--- config.mk ---
export PLATFORM = sky130hd
export DESIGN_NAME = dispatch_ctrl_flat
export DESIGN_NICKNAME = d
export VERILOG_FILES = /design/src/rtl/dispatch_ctrl_if.sv /design/src/rtl/dispatch_ctrl.sv /design/src/flat_wrapper.sv
export SDC_FILE = /design/constraint.sdc
export NUM_CORES = 1
export LEC_CHECK = 0
export CAP_MARGIN = 25
export CORE_UTILIZATION = 39
export DETAILED_ROUTE_END_ITERATION = 16
export HOLD_SLACK_MARGIN = 0.06
export PLACE_DENSITY_LB_ADDON = 0.2
export SLEW_MARGIN = 25
export SYNTH_ARGS = -nofsm -noshare
export SYNTH_HDL_FRONTEND = slang
export SYNTH_SLANG_ARGS = --single-unit
--- constraint.sdc ---
create_clock -name clk_in -period 2.25 [get_ports clk_in]
set_input_delay 0.45 -clock clk_in [delete_from_list [all_inputs] [get_ports clk_in]]
set_output_delay 0.45 -clock clk_in [all_outputs]
set_load 0.02 [all_outputs]
--- src/rtl/dispatch_ctrl_if.sv ---
// Instruction-queue to dispatch handshake bundle.
// The queue drives a decoded instruction; dispatch answers with ready.
interface dispatch_ctrl_if;
  logic       iq_valid;
  logic       iq_ready;
  logic [4:0] iq_rd;
  logic [4:0] iq_rs1;
  logic [4:0] iq_rs2;
  logic       iq_uses_rs2;

  modport master (
    output iq_valid,
    output iq_rd,
    output iq_rs1,
    output iq_rs2,
    output iq_uses_rs2,
    input  iq_ready
  );

  modport slave (
    input  iq_valid,
    input  iq_rd,
    input  iq_rs1,
    input  iq_rs2,
    input  iq_uses_rs2,
    output iq_ready
  );
endinterface

--- src/rtl/dispatch_ctrl.sv ---
// Single-issue dispatch: pop, read operands, then allocate ROB and
// issue to the reservation station while snooping the CDB.
`ifndef ROB_WIDTH_BIT
`define ROB_WIDTH_BIT 4
`endif

module dispatch_ctrl #(
  parameter int ROB_W = `ROB_WIDTH_BIT
) (
  input  logic             clk_in,
  input  logic             rst_in,
  input  logic             rdy_in,
  input  logic             rob_clear,
  dispatch_ctrl_if.slave   iq,
  input  logic             rob_full,
  input  logic             rs_full,
  input  logic [ROB_W-1:0] rob_tail,
  output logic [4:0]       rf_get_id1,
  output logic [4:0]       rf_get_id2,
  input  logic [31:0]      rf_val1,
  input  logic [31:0]      rf_val2,
  input  logic             rf_has_dep1,
  input  logic             rf_has_dep2,
  input  logic [ROB_W-1:0] rf_dep1,
  input  logic [ROB_W-1:0] rf_dep2,
  output logic [4:0]       rf_set_dep_reg_id,
  output logic [ROB_W-1:0] rf_set_dep_rob_id,
  input  logic             cdb_valid,
  input  logic [ROB_W-1:0] cdb_rob_id,
  input  logic [31:0]      cdb_val,
  output logic             rob_alloc,
  output logic             rs_issue,
  output logic [31:0]      rs_val1,
  output logic [31:0]      rs_val2,
  output logic             rs_has_dep1,
  output logic             rs_has_dep2,
  output logic [ROB_W-1:0] rs_dep1,
  output logic [ROB_W-1:0] rs_dep2,
  output logic [ROB_W-1:0] rs_rob_id
);

  typedef enum logic [1:0] {
    IDLE,
    READ,
    HOLD
  } state_t;

  typedef struct packed {
    logic [31:0]      val;
    logic             has_dep;
    logic [ROB_W-1:0] dep;
  } op_t;

  function automatic op_t snoop(
    input op_t              o,
    input logic             hit_v,
    input logic [ROB_W-1:0] hit_id,
    input logic [31:0]      hit_val
  );
    op_t r;
    r = o;
    if (hit_v && o.has_dep && (o.dep == hit_id)) begin
      r.val     = hit_val;
      r.has_dep = 1'b0;
      r.dep     = '0;
    end
    return r;
  endfunction

  state_t     state;
  state_t     state_n;
  logic [4:0] rd_q;
  logic [4:0] rs1_q;
  logic [4:0] rs2_q;
  logic       use2_q;
  op_t        op1_q;
  op_t        op2_q;
  op_t        op1_n;
  op_t        op2_n;
  op_t        rf_op1;
  op_t        rf_op2;
  op_t        cap1;
  op_t        cap2;
  op_t        snp1;
  op_t        snp2;
  op_t        out1;
  op_t        out2;
  logic       pop;
  logic       issue;
  logic       live;

  assign live = rst_in && rdy_in;

  // Snooped value beats the register-file value in the capture cycle.
  always_comb begin
    rf_op1 = {rf_val1, rf_has_dep1, rf_dep1};
    rf_op2 = {rf_val2, rf_has_dep2, rf_dep2};
    cap1   = '0;
    cap2   = '0;
    if (rs1_q != 5'd0) begin
      cap1 = snoop(rf_op1, cdb_valid, cdb_rob_id, cdb_val);
    end
    if ((rs2_q != 5'd0) && use2_q) begin
      cap2 = snoop(rf_op2, cdb_valid, cdb_rob_id, cdb_val);
    end
    snp1 = snoop(op1_q, cdb_valid, cdb_rob_id, cdb_val);
    snp2 = snoop(op2_q, cdb_valid, cdb_rob_id, cdb_val);
  end

  always_comb begin
    state_n = state;
    pop     = 1'b0;
    issue   = 1'b0;
    op1_n   = op1_q;
    op2_n   = op2_q;
    if (live && rob_clear) begin
      state_n = IDLE;
    end else if (live) begin
      unique case (state)
        IDLE: begin
          pop = iq.iq_valid;
          if (pop) begin
            state_n = READ;
          end
        end
        READ: begin
          op1_n   = cap1;
          op2_n   = cap2;
          state_n = HOLD;
        end
        HOLD: begin
          op1_n = snp1;
          op2_n = snp2;
          issue = !rob_full && !rs_full;
          if (issue) begin
            state_n = IDLE;
          end
        end
        default: state_n = IDLE;
      endcase
    end
  end

  always_ff @(posedge clk_in or negedge rst_in) begin
    if (!rst_in) begin
      state  <= IDLE;
      rd_q   <= '0;
      rs1_q  <= '0;
      rs2_q  <= '0;
      use2_q <= 1'b0;
      op1_q  <= '0;
      op2_q  <= '0;
    end else begin
      state <= state_n;
      op1_q <= op1_n;
      op2_q <= op2_n;
      if (pop) begin
        rd_q   <= iq.iq_rd;
        rs1_q  <= iq.iq_rs1;
        rs2_q  <= iq.iq_rs2;
        use2_q <= iq.iq_uses_rs2;
      end
    end
  end

  // The issue cycle forwards this cycle's snoop straight to the RS.
  assign out1 = issue ? op1_n : op1_q;
  assign out2 = issue ? op2_n : op2_q;

  assign iq.iq_ready = pop;
  assign rob_alloc   = issue;
  assign rs_issue    = issue;
  assign rs_rob_id   = issue ? rob_tail : '0;

  assign rf_set_dep_reg_id = issue ? rd_q : 5'd0;
  assign rf_set_dep_rob_id = issue ? rob_tail : '0;

  assign rf_get_id1 = rs1_q;
  assign rf_get_id2 = rs2_q;

  assign rs_val1     = out1.val;
  assign rs_val2     = out2.val;
  assign rs_has_dep1 = out1.has_dep;
  assign rs_has_dep2 = out2.has_dep;
  assign rs_dep1     = out1.dep;
  assign rs_dep2     = out2.dep;

endmodule
--- src/flat_wrapper.sv ---
// flat-port wrapper written by rule: the top's interface ports become plain ports
module dispatch_ctrl_flat 
#(
  parameter int ROB_W = `ROB_WIDTH_BIT
)
  (clk_in, rst_in, rdy_in, rob_clear, rob_full, rs_full, rob_tail, rf_get_id1, rf_get_id2, rf_val1, rf_val2, rf_has_dep1, rf_has_dep2, rf_dep1, rf_dep2, rf_set_dep_reg_id, rf_set_dep_rob_id, cdb_valid, cdb_rob_id, cdb_val, rob_alloc, rs_issue, rs_val1, rs_val2, rs_has_dep1, rs_has_dep2, rs_dep1, rs_dep2, rs_rob_id, iq_iq_valid, iq_iq_rd, iq_iq_rs1, iq_iq_rs2, iq_iq_uses_rs2, iq_iq_ready);
  dispatch_ctrl_if iq_i ();
  input  logic clk_in;
  input  logic rst_in;
  input  logic rdy_in;
  input  logic rob_clear;
  input  logic rob_full;
  input  logic rs_full;
  input  logic [ROB_W-1:0] rob_tail;
  output logic [4:0] rf_get_id1;
  output logic [4:0] rf_get_id2;
  input  logic [31:0] rf_val1;
  input  logic [31:0] rf_val2;
  input  logic rf_has_dep1;
  input  logic rf_has_dep2;
  input  logic [ROB_W-1:0] rf_dep1;
  input  logic [ROB_W-1:0] rf_dep2;
  output logic [4:0] rf_set_dep_reg_id;
  output logic [ROB_W-1:0] rf_set_dep_rob_id;
  input  logic cdb_valid;
  input  logic [ROB_W-1:0] cdb_rob_id;
  input  logic [31:0] cdb_val;
  output logic rob_alloc;
  output logic rs_issue;
  output logic [31:0] rs_val1;
  output logic [31:0] rs_val2;
  output logic rs_has_dep1;
  output logic rs_has_dep2;
  output logic [ROB_W-1:0] rs_dep1;
  output logic [ROB_W-1:0] rs_dep2;
  output logic [ROB_W-1:0] rs_rob_id;
  input wire logic [$bits(iq_i.iq_valid)-1:0] iq_iq_valid;
  input wire logic [$bits(iq_i.iq_rd)-1:0] iq_iq_rd;
  input wire logic [$bits(iq_i.iq_rs1)-1:0] iq_iq_rs1;
  input wire logic [$bits(iq_i.iq_rs2)-1:0] iq_iq_rs2;
  input wire logic [$bits(iq_i.iq_uses_rs2)-1:0] iq_iq_uses_rs2;
  output wire logic [$bits(iq_i.iq_ready)-1:0] iq_iq_ready;
  assign iq_i.iq_valid = iq_iq_valid;
  assign iq_i.iq_rd = iq_iq_rd;
  assign iq_i.iq_rs1 = iq_iq_rs1;
  assign iq_i.iq_rs2 = iq_iq_rs2;
  assign iq_i.iq_uses_rs2 = iq_iq_uses_rs2;
  assign iq_iq_ready = iq_i.iq_ready;
  dispatch_ctrl #(.ROB_W(ROB_W)) u_core (.clk_in(clk_in), .rst_in(rst_in), .rdy_in(rdy_in), .rob_clear(rob_clear), .iq(iq_i), .rob_full(rob_full), .rs_full(rs_full), .rob_tail(rob_tail), .rf_get_id1(rf_get_id1), .rf_get_id2(rf_get_id2), .rf_val1(rf_val1), .rf_val2(rf_val2), .rf_has_dep1(rf_has_dep1), .rf_has_dep2(rf_has_dep2), .rf_dep1(rf_dep1), .rf_dep2(rf_dep2), .rf_set_dep_reg_id(rf_set_dep_reg_id), .rf_set_dep_rob_id(rf_set_dep_rob_id), .cdb_valid(cdb_valid), .cdb_rob_id(cdb_rob_id), .cdb_val(cdb_val), .rob_alloc(rob_alloc), .rs_issue(rs_issue), .rs_val1(rs_val1), .rs_val2(rs_val2), .rs_has_dep1(rs_has_dep1), .rs_has_dep2(rs_has_dep2), .rs_dep1(rs_dep1), .rs_dep2(rs_dep2), .rs_rob_id(rs_rob_id));
endmodule
==> qor.txt, run 1 <==
Simple-gate area share of the yosys netlist: 18.9%
Synth-to-layout area growth: 80.0%
Crit Path Max Fanout: 6
H-tree depth: 3
Number of vias per cell: 5.84
Clk_skew: 0.00710 ns
Min-delay worst type: primary input to asynchronous set/reset pin
HPWL after detailed placement: 14,900 um
Element type at the critical path start: register
Grt ovf: 0
Mux contribution to synthesized area: 3.40%
First-pass GRT wire length: 35,100 um
GR Util All Layers: 31.1%
Post-synth EDFFs: 0
Worst reg-to-reg path cell count: 8
Drt wl/cell: 21.3 um
Failing checks: setup timing
Static Leak: 4.70 nW
Ys async rst share: 100%
Status: complete, but fails checks
Die area: 14,800 um^2
Main flop type after synthesis: dfrtp_1
Post-Layout Cell Count: 1,064
Sequential area share after synthesis: 41.2%
Mapped Cells: 518
Area share of the leading cell type in the synthesized netlist: 41.2%
RR Endpoint: u_core.op1_q[10]$_DFF_PN0_
Final net count: 1,020
# diodes: 0
Crit path from: u_core.rf_get_id2[0]$_DFFE_PN0P_
Chip height: 122 um
Cts bufs inserted: 9
Synth warn: 0
Core Box Area: 13,900 um^2
Pwr Total: 8.90 mW
Yosys reg bits: 92
Clock-pin slew on the worst setup and hold paths: 0.07 ns
Routed wl met2: 11,200 um
Fin crit period: 3.05 ns
RePlAce Congestion: 0.868
DR DRC count: 0
Max-cap violation count: 0
R2r startpoint: u_core.rf_get_id1[2]$_DFFE_PN0P_
Largest cells by area after synthesis: dfrtp_1 (41%), a221o_1 (23%), and2_1 (14%)
Area share of xor/xnor cells in the synthesized design: 2.51%
Number of global-route vias before repair: 6,430
Most frequent cell after synthesis: and2_1
Max-slew violation count: 0
# rows: 43
Fmax: 328 MHz
Synthesized cell area: 5590 um^2
Power per cell area: 885 nW/um^2
Crit path kind: register to output port
CTS tree: built
Port bufs: 237
CP required: 1.80 ns
Final setup violation count: 74
Worst skew pair latency: 0.35 ns
Initial antenna violation count: 0
Compound-gate portion of the synthesized area: 28.9%
Final hold violation count: 0
Pre-antenna DRT Iters: 5
I/O pin total: 238
Post-route cell area: 10,100 um^2
Avg Cell Area, Syn: 10.8 um^2
Max_slew headroom: 54.7%
Worst VDD drop: 0.000564 V
Number of library cell types mapped by synthesis: 42
Met3 wire len: 1640 um
RSZ-0062 raised after global routing: true
Largest family of logic cells by synthesized area: compound AO/OA/AOI/OAI gates
TritonCTS Sinks: 92
Layout fillers: 996
Reg-to-reg slack, setup: 0.04 ns
Crit share post-route: 136%
CP endpoint kind: output port
Fraction of layout cells with a size suffix above 1: 36.9%
Leading area contributor after synthesis: dfrtp_1
Largest net degree at the start of global routing: 52
Placed insts: 1,019
Initial Util: 40.1%
Adder-Cell Fraction of Synth Area: 0.672%
Iter 0 DRT Violations: 561
Final Worst Setup Slack: -0.799 ns
DRT antenna net count: 0
Crit path DAT: 2.60 ns
Die width: 122 um
Worst slew pin tran: 0.679 ns
M1 WL: 9350 um
Net Count, Synth: 659
Most instantiated cells after synthesis: and2_1 (128), a221o_1 (127), dfrtp_1 (92), buf_2 (23), clkbuf_1 (17)
Root buffer cell: clkbuf_16
Placement Cell Area: 9260 um^2
DR vias: 6,209
DRT Wirelength: 22,700 um
Top layer in use: met4
Max clock buf depth: 2
==> flip-flops by register name, summed over array words and instances (netlist names) <==
| name | cells |
|---|---|
| u_core.state | 2 |
| u_core.rf_get_id2 | 5 |
| u_core.rd_q | 5 |
| u_core.use2_q | 1 |
| u_core.op1_q | 37 |
| u_core.op2_q | 37 |
| u_core.rf_get_id1 | 5 |
==> how the worst max path moves through the flow <==
| stage | endpoint | slack, ns | cells past startpoint |
|---|---|---|---|
| after floorplan | rs_val2[10] | -0.22 | 6 |
| after global placement | rs_val2[31] | -1.16 | 9 |
| after CTS | rs_val2[3] | -0.77 | 9 |
| after global routing | rs_val2[10] | -0.87 | 9 |
| final | rs_val2[15] | -0.80 | 9 |
| after detailed placement | rs_val2[5] | -1.20 | 10 |
==> critical path, cell delays in order (launching register included) <==
cell and delay, ns:
dfrtp_2 0.40, or4_4 0.56, o211ai_4 0.23, buf_6 0.14
a211oi_4 0.04, buf_6 0.14, buf_6 0.13, buf_6 0.13
a221o_1 0.34, buf_6 0.14
==> placed cells by master, fill, tap and decap left out, drive strengths merged, types with 2 or more instances in the layout <==
cell and n:
a211oi 4, a21oi 7, a221o 127, a22o 15, a32o 6, and2 138, and3 5, buf 249
clkbuf 13, clkdlybuf4s50 132, clkinv 3, dfrtp 92, dlygate4sd2 13, ha 3, inv 5, mux2 16
nand2 6, nand2b 2, nand3 7, nand4 2, nor3 4, o211ai 2, o21ai 3, or4 2
xnor2 3, xor2 13
==> final cells by class <==
cell class,instances,area [um^2],area share [%]
Clock buffer,11,253,2.51
Clock inverter,5,57.6,0.572
Inverter,4,15.0,0.149
Multi-Input combinational cell,375,3260,32.4
Sequential cell,92,2310,22.9
Tap cell,180,225,2.24
Timing Repair Buffer,397,3940,39.2
==> per-layer routing <==
metal,track usage [%],up-vias
li1,-,2749
met1,39.9,3082
met2,52.6,339
met3,4.87,39
met4,11.7,0
met5,0,-
==> stage by stage <==
step / TNS, ns / worst slack [ns] / utilization (%) / hold WS (ns)
after floorplan: -10.96 / -0.216 / - / 0.154
after global placement: -111.85 / -1.16 / 66.4 / 0.484
after detailed placement: -117.44 / -1.20 / 66.4 / 0.489
after CTS: -45.38 / -0.773 / 71.6 / 0.302
after global routing: -50.79 / -0.866 / 72.2 / 0.345
final: -46.44 / -0.799 / 72.2 / 0.287
==> logic make-up (layout without fill, tap and decap cells) <==
group,Yosys count,count (layout)
DFF,92,92
adders and majority gates,3,3
and+or+nand+nor,171,171
muxes,17,17
xor gates and xnor gates,16,16
AOI/OAI and AO/OA,168,168
buffers and inverters,51,417
==> report_power, final <==
group | switching [mW] | internal (mW)
sequential | 0.359 | 2.25
clock | 0.665 | 0.925
combinational | 2.01 | 2.69
total | 3.04 | 5.86
==> timing repair <==
item                       4_1_cts  5_1_grt
setup buffers                   28        4
resized for setup              538       32
pin swaps                       65       16
gates cloned                     5        0
setup endpoints to repair      157      133
hold endpoints to repair         0        0
hold buffers                     0        0
Note: power is estimated with default switching activity, not from simulation.
==> run 2, diff against run 1 <==
Settings changed: CORE_UTILIZATION 39 to 45, DONT_BUFFER_PORTS set to 1.
==> run 2 against run 1 <==
Effect of this change: the flow finishes with violations (hold timing, setup timing); final cell count down 27%; clock skew is 0.0017 ns higher; power down 14%; largest cell class is now multi-input gates; register-to-register slack worse by 0.34 ns; first-iteration DRC count is 19% lower; core utilization shrank 8.1 points.
==> qor.txt, run 2 (same netlist as run 1, synthesis figures left out) <==
Status: complete, but fails checks (unchanged)
Failing checks: hold timing, setup timing (was setup timing)
Pwr Total: 7.65 mW (was 8.90 mW)
Worst reg-to-reg path cell count: 11 (was 8)
Worst skew pair latency: 0.35 ns (about the same)
Clock-pin slew on the worst setup and hold paths: 0.07 ns (about the same)
DRT antenna net count: 0 (unchanged)
Max_slew headroom: 54.8% (was 54.7%)
I/O pin total: 238 (unchanged)
Port bufs: 0 (was 237)
Core Box Area: 12,100 um^2 (was 13,900 um^2)
Final setup TNS: -52.59 ns (was -46.44 ns)
Fraction of layout cells with a size suffix above 1: 37.0% (was 36.9%)
HPWL after detailed placement: 12,100 um (was 14,900 um)
Crit Path Max Fanout: 9 (was 6)
Most frequent cells in the layout: a221o_1 (126), and2_1 (102), dfrtp_1 (89) (was clkdlybuf4s50_1 (132), a221o_1 (127), and2_1 (122))
Core Util, Final: 64.1% (was 72.2%)
Final net count: 746 (was 1,020)
Final Worst Setup Slack: -0.659 ns (was -0.799 ns)
Crit path kind: register to output port (unchanged)
Worst VDD drop: 0.000595 V (was 0.000564 V)
CP max stage delay: 0.39 ns (was 0.56 ns)
Slowest CP cell: dfrtp_1 (was or4_4)
Critical path, cell by cell: inv_2 -> ha_4 -> and2_4 -> buf_6 -> buf_8 -> nand4_1 -> buf_6 -> buf_6 -> and2_1 -> a221o_1 (was or4_4 -> o211ai_4 -> buf_6 -> a211oi_4 -> buf_6 -> buf_6 -> buf_6 -> a221o_1 -> buf_6)
H-tree depth: 3 (unchanged)
GR Util All Layers: 32.0% (was 31.1%)
Number of vias per cell: 6.62 (was 5.84)
Final hold violation count: 92 (was 0)
Fin Hold WS: -0.203 ns (was 0.287 ns)
Cts bufs inserted: 9 (unchanged)
Max clock buf depth: 2 (unchanged)
Pre-antenna DRT Iters: 5 (unchanged)
Iter 0 DRT Violations: 454 (was 561)
Area occupied by registers: 2310 um^2 (unchanged)
Chip height: 113 um (was 122 um)
Root buffer cell: clkbuf_16 (unchanged)
RSZ-0062 raised after global routing: true (unchanged)
Element type at the critical path start: register (unchanged)
RR Endpoint: u_core.op1_q[31]$_DFF_PN0_ (was u_core.op1_q[10]$_DFF_PN0_)
CP endpoint kind: output port (unchanged)
RePlAce Congestion: 0.872 (was 0.868)
First-pass GRT wire length: 30,800 um (was 35,100 um)
Max-cap violation count: 0 (unchanged)
Die area: 12,900 um^2 (was 14,800 um^2)
Largest net degree at the start of global routing: 96 (was 52)
Layout fillers: 939 (was 996)
Min-delay worst type: primary input to asynchronous set/reset pin (unchanged)
R2r startpoint: u_core.rf_get_id1[4]$_DFFE_PN0P_ (was u_core.rf_get_id1[2]$_DFFE_PN0P_)
CP required: 1.80 ns (about the same)
Clk_skew: 0.00876 ns (was 0.00710 ns)
Static Leak: 3.49 nW (was 4.70 nW)
Cell mode on critical path: buf_6 (unchanged)
Synth-to-layout area growth: 38.3% (was 80.0%)
Max-slew violation count: 0 (unchanged)
Crit share post-route: 129% (was 136%)
Number of global-route vias before repair: 5,302 (was 6,430)
# diodes: 0 (unchanged)
CTS tree: built (unchanged)
Power per cell area: 990 nW/um^2 (was 885 nW/um^2)
Drt wl/cell: 26.9 um (was 21.3 um)
Biggest regs: u_core.op1_q: 37 flops, u_core.op2_q: 37 flops (unchanged)
Die width: 113 um (was 122 um)
Multi-input gate area: 3420 um^2 (was 3260 um^2)
Fmax: 344 MHz (was 328 MHz)
DR vias: 5,153 (was 6,209)
Final setup violation count: 134 (was 74)
Leading cell type in the layout, fill and taps excluded: a221o_1 (was clkdlybuf4s50_1)
Initial antenna violation count: 0 (unchanged)
DR DRC count: 0 (unchanged)
DRT Wirelength: 20,900 um (was 22,700 um)
Worst slew pin tran: 0.676 ns (was 0.679 ns)
Placed insts: 712 (was 1,019)
Grt ovf: 0 (unchanged)
Crit path DAT: 2.46 ns (was 2.60 ns)
# rows: 40 (was 43)
TritonCTS Sinks: 92 (unchanged)
Post-Layout Cell Count: 778 (was 1,064)
Reg-to-reg slack, setup: -0.30 ns (was 0.04 ns)
Fin crit period: 2.91 ns (was 3.05 ns)
Initial Util: 46.3% (was 40.1%)
==> run 2: changes by cell type in the layout (fill, tap and decap cells not counted), sizes merged, moves of 2 or more <==
cell	change
buf	-133
clkdlybuf4s50	-132
dlygate4sd2	-13
a21oi	+2
bufinv	+2
==> run 2: area by class of cell <==
class | count | share of cell area [%]
clock buffers | 11 | 3.14
inverters | 4 | 0.194
flip-flops and latches | 92 | 29.8
clock inverters | 5 | 1.30
multi-input cells | 378 | 44.3
repair buffers | 120 | 18.5
well taps | 168 | 2.72
==> run 2: layer usage <==
metal	track usage, %	part of all wire (%)
met5	0	0
met2	52.1	49
met4	10.6	1.7
met3	7.33	7.7
met1	42.1	42
==> run 2: worst max-delay path by stage <==
stage | from | end | slack (ns) | depth (start not counted)
after CTS | u_core.rf_get_id2[4]$_DFFE_PN0P_ | rs_val2[19] | -0.67 | 6
after detailed placement | cdb_rob_id[2] | rs_val2[19] | -0.51 | 6
after global routing | u_core.state[1]$_DFFE_PN0P_ | rs_val2[31] | -0.72 | 10
final | u_core.state[0]$_DFFE_PN0P_ | rs_val2[29] | -0.66 | 10
after global placement | cdb_rob_id[2] | rs_val2[1] | -0.45 | 6
after floorplan | u_core.rf_get_id2[4]$_DFFE_PN0P_ | rs_val2[10] | -0.22 | 6
==> run 2: power by group <==
| group | internal, mW | switching (mW) | total (mW) |
|---|---|---|---|
| sequential | 2.25 | 0.375 | 2.63 |
| clock | 1.11 | 0.659 | 1.77 |
| combinational | 1.60 | 1.65 | 3.25 |
==> run 2: per-stage QoR <==
stage	setup slack [ns]	area [um^2]
3_5_place_dp	-0.514	6320
4_1_cts	-0.673	7460
2_1_floorplan	-0.216	5660
6_report	-0.659	7730
5_1_grt	-0.723	7730
3_3_place_gp	-0.453	6320
==> run 2: critical path: cells and delay by family (launching register included) <==
kind,cells,cell delay (ns)
DFF,1,0.39
adders and majority gates,1,0.27
and+or+nand+nor,3,0.46
buffers and inverters,5,0.61
AOI/OAI and AO/OA,1,0.36
==> run 2: what timing repair did <==
item,4_1_cts,5_1_grt
pin swaps,62,32
gates resized for setup,97,44
cloned,12,5
endpoints found under the hold margin,92,92
buffers inserted,27,14
endpoints found under the setup margin,118,150
